**src/rtl/sharpen_unit.sv**
```systemverilog
// sharpen_unit: accumulates a 3x3 window with a Laplacian-style sharpen kernel.
// The centre tap has weight +CENTER_W, the edge taps -1 and the corner taps 0.
// The sum is clamped to 0..255 and tagged with a DLX destination register index.
module sharpen_unit #(
    parameter int CENTER_W = 5  // unsigned centre-tap weight, legal 1..7
) (
    input  logic       CLK,
    input  logic       RST_N,
    input  logic       START,
    input  logic [4:0] RD_IN,
    input  logic       PIX_VALID,
    input  logic [7:0] PIX,
    output logic       PIX_READY,
    output logic       BUSY,
    output logic       DONE,
    output logic [7:0] RESULT,
    output logic [4:0] RD_OUT
);

    typedef enum logic [1:0] {
        IDLE = 2'd0,
        LOAD = 2'd1,
        CALC = 2'd2,
        FIN  = 2'd3
    } state_t;

    state_t      state_q,  state_d;
    logic [3:0]  cnt_q,    cnt_d;
    logic [11:0] acc_q,    acc_d;     // two's-complement sum of weighted taps
    logic [7:0]  result_q, result_d;
    logic [4:0]  rd_q,     rd_d;

    logic        accept;
    logic [11:0] pix_ext;
    logic [11:0] term;
    logic [7:0]  clamped;

    assign accept  = (state_q == LOAD) && PIX_VALID;
    assign pix_ext = {4'b0000, PIX};

    // Weighted contribution of the pixel currently offered, by raster index.
    always_comb begin
        // NOTE: every signal written in always_comb gets a default first, so no path can infer a latch.
        term = 12'd0;
        case (cnt_q)
            4'd4:                   term = pix_ext * 12'(CENTER_W);
            4'd1, 4'd3, 4'd5, 4'd7: term = 12'd0 - pix_ext;
            default:                term = 12'd0;
        endcase
    end

    // Saturate the signed accumulator into an unsigned 8-bit pixel.
    always_comb begin
        clamped = acc_q[7:0];
        if (acc_q[11]) begin
            clamped = 8'h00;
        end else if (|acc_q[10:8]) begin
            clamped = 8'hFF;
        end
    end

    // Next-state and datapath updates for the IDLE/LOAD/CALC/FIN sequence.
    always_comb begin
        state_d  = state_q;
        cnt_d    = cnt_q;
        acc_d    = acc_q;
        result_d = result_q;
        rd_d     = rd_q;
        case (state_q)
            IDLE: begin
                if (START) begin
                    rd_d    = RD_IN;
                    acc_d   = 12'd0;
                    cnt_d   = 4'd0;
                    state_d = LOAD;
                end
            end
            LOAD: begin
                // START is deliberately not looked at here: BUSY is high.
                if (accept) begin
                    acc_d = acc_q + term;
                    cnt_d = cnt_q + 4'd1;
                    if (cnt_q == 4'd8) begin
                        state_d = CALC;
                    end
                end
            end
            CALC: begin
                result_d = clamped;
                state_d  = FIN;
            end
            FIN: begin
                state_d = IDLE;
            end
            default: begin
                state_d = IDLE;
            end
        endcase
    end

    // State and datapath registers; reset discards any partial window.
    always_ff @(posedge CLK or negedge RST_N) begin
        if (!RST_N) begin
            state_q  <= IDLE;
            cnt_q    <= 4'd0;
            acc_q    <= 12'd0;
            result_q <= 8'd0;
            rd_q     <= 5'd0;
        end else begin
            // NOTE: sequential state uses non-blocking assignments so every flop samples pre-edge values.
            state_q  <= state_d;
            cnt_q    <= cnt_d;
            acc_q    <= acc_d;
            result_q <= result_d;
            rd_q     <= rd_d;
        end
    end

    // Status strobes decode straight from the state register, so reset clears them at once.
    assign PIX_READY = (state_q == LOAD);
    assign BUSY      = (state_q != IDLE);
    assign DONE      = (state_q == FIN);
    assign RESULT    = result_q;
    assign RD_OUT    = rd_q;

endmodule

```
**config.mk**
```make
export PLATFORM = sky130hd
export DESIGN_NAME = sharpen_unit
export DESIGN_NICKNAME = d
export VERILOG_FILES = /design/src/rtl/sharpen_unit.sv
export SDC_FILE = /design/constraint.sdc
export NUM_CORES = 1
export LEC_CHECK = 0
export CORE_ASPECT_RATIO = 2
export CORE_MARGIN = 5
export CORE_UTILIZATION = 44
export DETAILED_ROUTE_END_ITERATION = 12
export HOLD_SLACK_MARGIN = 0.12
export PLACE_DENSITY = 0.74
export SETUP_SLACK_MARGIN = 0.3
export SLEW_MARGIN = 20
export SYNTH_ARGS = -nofsm -noshare
export SYNTH_HDL_FRONTEND = slang
export SYNTH_SLANG_ARGS = --single-unit
```
**constraint.sdc**
```tcl
create_clock -name CLK -period 3 [get_ports CLK]
set_clock_uncertainty 0.2 [all_clocks]
set_input_delay 0.9 -clock CLK [delete_from_list [all_inputs] [get_ports CLK]]
set_output_delay 0.9 -clock CLK [all_outputs]
set_load 0.01 [all_outputs]
```
* After elaboration in Yosys (flattened, before gate mapping)
Cells that the tools add are included. W data, S select, Z words.
Storage, ports and cells: word-level logic and storage cells 43, register bits after elaboration 31, input bits 17
Cells by class: reductions and logical operators 9, muxes and demuxes 13, equality and inequality tests 12, add/sub/neg operators 3, multiply operators 1
Operator list (count):
- $pmux W12 S2 | 2
- $mux W12 | 2
- $mux W8 | 2
- $add A12 B12 Y12 | 1
- $eq A4 B3 Y1 const B | 3
- $mul A8 B3 Y11 const B | 1
- $sub A1 B8 Y9 const A | 1
- $mux W4 | 2
- $pmux W2 S4 | 1
- $pmux W4 S2 | 1
- $mux W2 | 3
- $reduce_and A3 Y1 | 2
- $add A4 B1 Y4 const B | 1
- $eq A2 B2 Y1 const B | 2
- $eq A4 B1 Y1 const B | 1
- $eq A4 B2 Y1 const B | 1
- $eq A4 B4 Y1 const B | 1
- $ne A2 B1 Y1 const B | 2
- $reduce_bool A2 Y1 | 2
- $reduce_or A4 Y1 | 1
- $reduce_or A3 Y1 | 1
- $eq A2 B1 Y1 const B | 1
- $logic_not A2 Y1 | 1
- $ne A2 B2 Y1 const B | 1
- other kinds (2) | 2

* Logic depth before layout (Yosys ltp)
depth after elaboration 6, mapped depth 16, mapped depth without buffers 15

* Least setup slack after synthesis
Ideal clock, no wire load.
path kind input-to-reg, from in PIX[1], to reg acc_q[11], data arrival time 3.610 ns, path slack -0.934 ns, buffers on the path 0, cell stages on the path 15, cell sequence ha_1 -> ha_1 -> fa_1 -> a21oi_1 -> o21bai_1 -> a21o_1 -> a21oi_1 -> xor2_1 -> o21ai_0 -> ha_1 -> nor3_1 -> a311o_1 -> xnor2_1 -> nor3_2 -> o21bai_1
On the way: longest elaborated chain between the ends 5, elaborated cells between the ends (all ways) 6
RTL lines:
- from (decl) | line 12 | input logic [7:0] PIX,
- $mul A8 B3 Y11 or $sub A1 B8 Y9 (tied branches) | line 46, 47
- $pmux W12 S2 (*) | line 45 | case (cnt_q)
- $add A12 B12 Y12 (*) | line 81 | acc_d = acc_q + term;
- $mux W12 (*) | line 80 | if (accept) begin
- $pmux W12 S2 (*) | line 69 | case (state_q)
- to (signal assigned) | line 106 | acc_q <= 12'd0;
- to (signal assigned) | line 113 | acc_q <= acc_d;
- to (decl) | line 29 | logic [11:0] acc_q, acc_d;
Mark *: on every way between the ends. The rest lies on a longest branch, timed or not. The select of a mux whose other input is x is not followed. A chain may end at the register's enable or synchronous reset.

* Worst setup path after layout
from in PIX[3], to reg acc_q[11]
Same word-level chain as after synthesis.

==> flow_summary.toml <==
[die]
die_span_y_um = 114
io_pins = 33
core_area_um2 = 5180
initial_core_utilization_pct = 45.6
die_extent_in_x_um = 61.8
num_rows = 37
fp.dieArea_um2 = 7030

[pwr]
finalPower_uw = 2680
switching_power_uw = 1070
power_frac_clock_pct = 11.7
switching_share_pct = 39.9
power_density_nw_per_um2 = 764
leakage_uw = 0.00163
power.combinational.fraction_pct = 62.5
share_seq_of_total_power_pct = 25.8
vdd.ir_drop.worst_v = 0.000647
internal_power_uw = 1610

[setup_path]
cp.depth = 16
cp_max_fo = 3
worst_path_top_cell_family_by_delay = "compound AO/OA/AOI/OAI gates"
crit_chain = "buf_8 -> ha_4 -> ha_4 -> fa_2 -> a21oi_2 -> o21bai_1 -> a21o_1 -> a21oi_2 -> xor2_1 -> o21ai_1 -> ha_2 -> nor3_2 -> a311o_1 -> xnor2_2 -> nor3_2 -> o21bai_1"
timing.critical_path.buf_inv = 1
crit_path_max_incr_delay_ps = 340
critPathLaunchType = "input port"
timing.setup.critical_path_class = "input port to flip-flop"
worst-endpoint-required_ps = 2970
critPathCaptureType = "flip-flop"
crit_arrival_ps = 3640
crit_slowest_cell = "fa_2"
ff2ff_path_depth = 15

[logic_synthesis]
synth_largest_type_area_fraction_pct = 32.8
synth_area_per_cell_um2 = 9.38
synthCells = 252
synth.lib_cells_used.distinct = 45
yosys.area.top_type = "dfrtp_1"
yosysSeqAreaShare_pct = 32.8
postSynth.topFlopCell = "dfrtp_1"
register_bit_total_from_synthesis = 31
syn-cell-area_um2 = 2360
synth_enable_flop_cells = 0
synth.yosys.warnings = 0
mappedNetlistNets = 303
yosys-top-cells-area = "dfrtp_1 33%, ha_1 17%, mux2_2 6.2%, o21ai_0 4.7%, nor2_1 4.0%"
postSynth.asyncResetShare_pct = 100

[clock_network]
tritoncts_sinks = 31
cts.clk_slew.worst_paths_ps = 60
clock_tree_from_tritoncts = "done"
max-clock-path-buffers = 2
ctsHoldBuffers = 0
root_cell_of_the_clock_tree = "clkbuf_8"
h_tree_level_count = 2
clkLatencyLatePin_ps = 290
tritoncts.num_buffers = 5

[timing]
setup_ws_ps = -663
maxSlewViolCount = 0
grt_setup_unrepaired = "true"
timing.final.crit_share_pct = 122
period_needed_ps = 3660
slew_of_the_pin_with_the_lowest_slew_margin_ps = 457
finalSetupViolCount = 7
finalHoldViolations = 0
max_freq_mhz = 273
slew-limit-headroom_pct = 69.4

[route]
vias = 2148
wl_met3_um = 178
drt-wirelength-per-cell_um = 15.4
drt_iter0_drc = 61
post_drt_via_cell_ratio = 5.36
top_signal_layer_used = "met4"
wl_met2_mm = 3.50
ant_nets = 0
wl_met1_mm = 2.32
drt_first_pass_iters = 4
route.final.wire_length_mm = 6.19
drc = 0

[global_route]
overflow = 0
grt_antenna_before_repair = 0
grt_pass1_vias = 2310
first_pass_grt_wire_length_mm = 10.4
grt_use_total_pct = 19.5
grt_max_degree = 32

[layout]
commonest_non_fill_non_tap_cells_in_the_layout = "52 x buf_4, 31 x dfrtp_1, 23 x nor2_1, 23 x clkdlybuf4s50_1, 22 x nand2_1"
layout.nets = 393
final_cell_area_um2 = 3510
number_of_diodes = 0
multi_input_comb_area_um2 = 1750
share_of_post_route_cells_with_drive_strength_above_1_pct = 37.9
layout_commonest_cell = "buf_4"
area_growth_syn_to_layout_pct = 48.6
fillerInstances = 428
register_area_um2 = 776

[hold_path]
hold_critical_path_depth = 1
worst_hold_path_type = "flip-flop to flip-flop"

[run_status]
run_status = "finished, violations left"
violated_checks = "setup timing"

[placement]
dp_worst_setup_slack_ps = -1460
gpl.final_weighted_congestion = 0.943
post-dp-hpwl_mm = 4.61
count_of_input_and_output_buffers = 32
placedInstanceArea_um2 = 3150

[flow_run]
drv.max_cap_violation_count = 0
==> cell usage after synthesis (2+ instances only) <==
cell / instances
a211oi_1: 2
a21o_1: 3
a21oi_1: 10
a22o_1: 4
a31oi_1: 2
clkbuf_1: 5
dfrtp_1: 31
fa_1: 2
ha_1: 32
inv_1: 13
mux2_2: 13
nand2_1: 23
nand3_1: 6
nor2_1: 25
nor2_2: 2
nor2b_1: 2
nor3_1: 2
o211ai_1: 3
o21ai_0: 22
o21bai_1: 3
o22ai_1: 3
o31ai_1: 2
or2_2: 2
or3_1: 2
xnor2_1: 10
xor2_1: 9
==> worst reg2reg max path: stages, from the launching register on <==
cell and delay (ps):
dfrtp_1 400, inv_1 90, ha_1 140, nor2_1 50, or2_2 320, a21oi_2 150
ha_2 210, inv_1 60, fa_2 370, nor2b_4 110, o21a_1 180, o211ai_1 150
a31oi_1 260, a21oi_2 90, xor2_1 170, o21ai_1 80
==> final cells by class <==
class / instances / area share, %
multi-input combinational: 202 / 49.9
inverter: 13 / 1.46
clock buffer: 7 / 2.17
timing repair buffer: 89 / 22.2
tap: 58 / 2.07
clock inverter: 1 / 0.143
sequential: 31 / 22.1
==> worst paths after layout <==
path | startpoint | endpoint | slack (ps)
max in group asynchronous | RST_N | acc_q[9] | 1500
hold reg to reg | RESULT[2] | RESULT[2] | 310
setup / recovery | PIX[3] | acc_q[11] | -660
hold / removal | RESULT[2] | RESULT[2] | 310
min in group asynchronous | RST_N | cnt_q[2] | 800
setup reg to reg | cnt_q[1] | acc_q[8] | -150
==> sequential cells by signal, summed over array words and instances, names as in the netlist <==
name and cells:
state_q 2, RESULT 8, acc_q 12, RD_OUT 5, cnt_q 4
==> power groups by stage <==
stage	Combinational, uW	Clock [uW]	Sequential (uW)
2_1_floorplan	888	0	695
3_3_place_gp	1480	0	692
3_5_place_dp	1510	0	700
4_1_cts	1610	323	694
5_1_grt	1860	340	716
6_report	1680	314	692
==> stage by stage <==
stage / TNS [ps] / util (%) / hold WS, ps / instances
floorplan: -2500 / - / 270 / 252
CTS: -2470 / 65.4 / 315 / 396
finish: -2950 / 67.7 / 312 / 401
detailed placement: -9760 / 60.8 / 295 / 381
global route: -4050 / 67.7 / 341 / 401
global placement: -9340 / 60.8 / 289 / 381
==> layer usage <==
layer | vias up | track usage, %
li1 | 1080 | -
met1 | 1016 | 21.9
met2 | 39 | 34.6
met3 | 13 | 2.60
met4 | 0 | 8.78
met5 | - | 0
==> cell families after synthesis <==
logic type / after synthesis / share of synthesized area (%)
flops: 31 / 32.8
compound gates: 64 / 18.1
fa+ha+maj: 34 / 18.6
simple gates: 72 / 14.2
buf+inv: 19 / 3.02
xor+xnor: 19 / 7.04
mux: 13 / 6.19
==> timing repair <==
item                       CTS  global route
cloned                       0             0
setup endpoints to repair   13            11
buffers inserted             7             5
gates resized for setup     59            20
pin swaps                   40            24
Power figures use the tool's default switching activity.
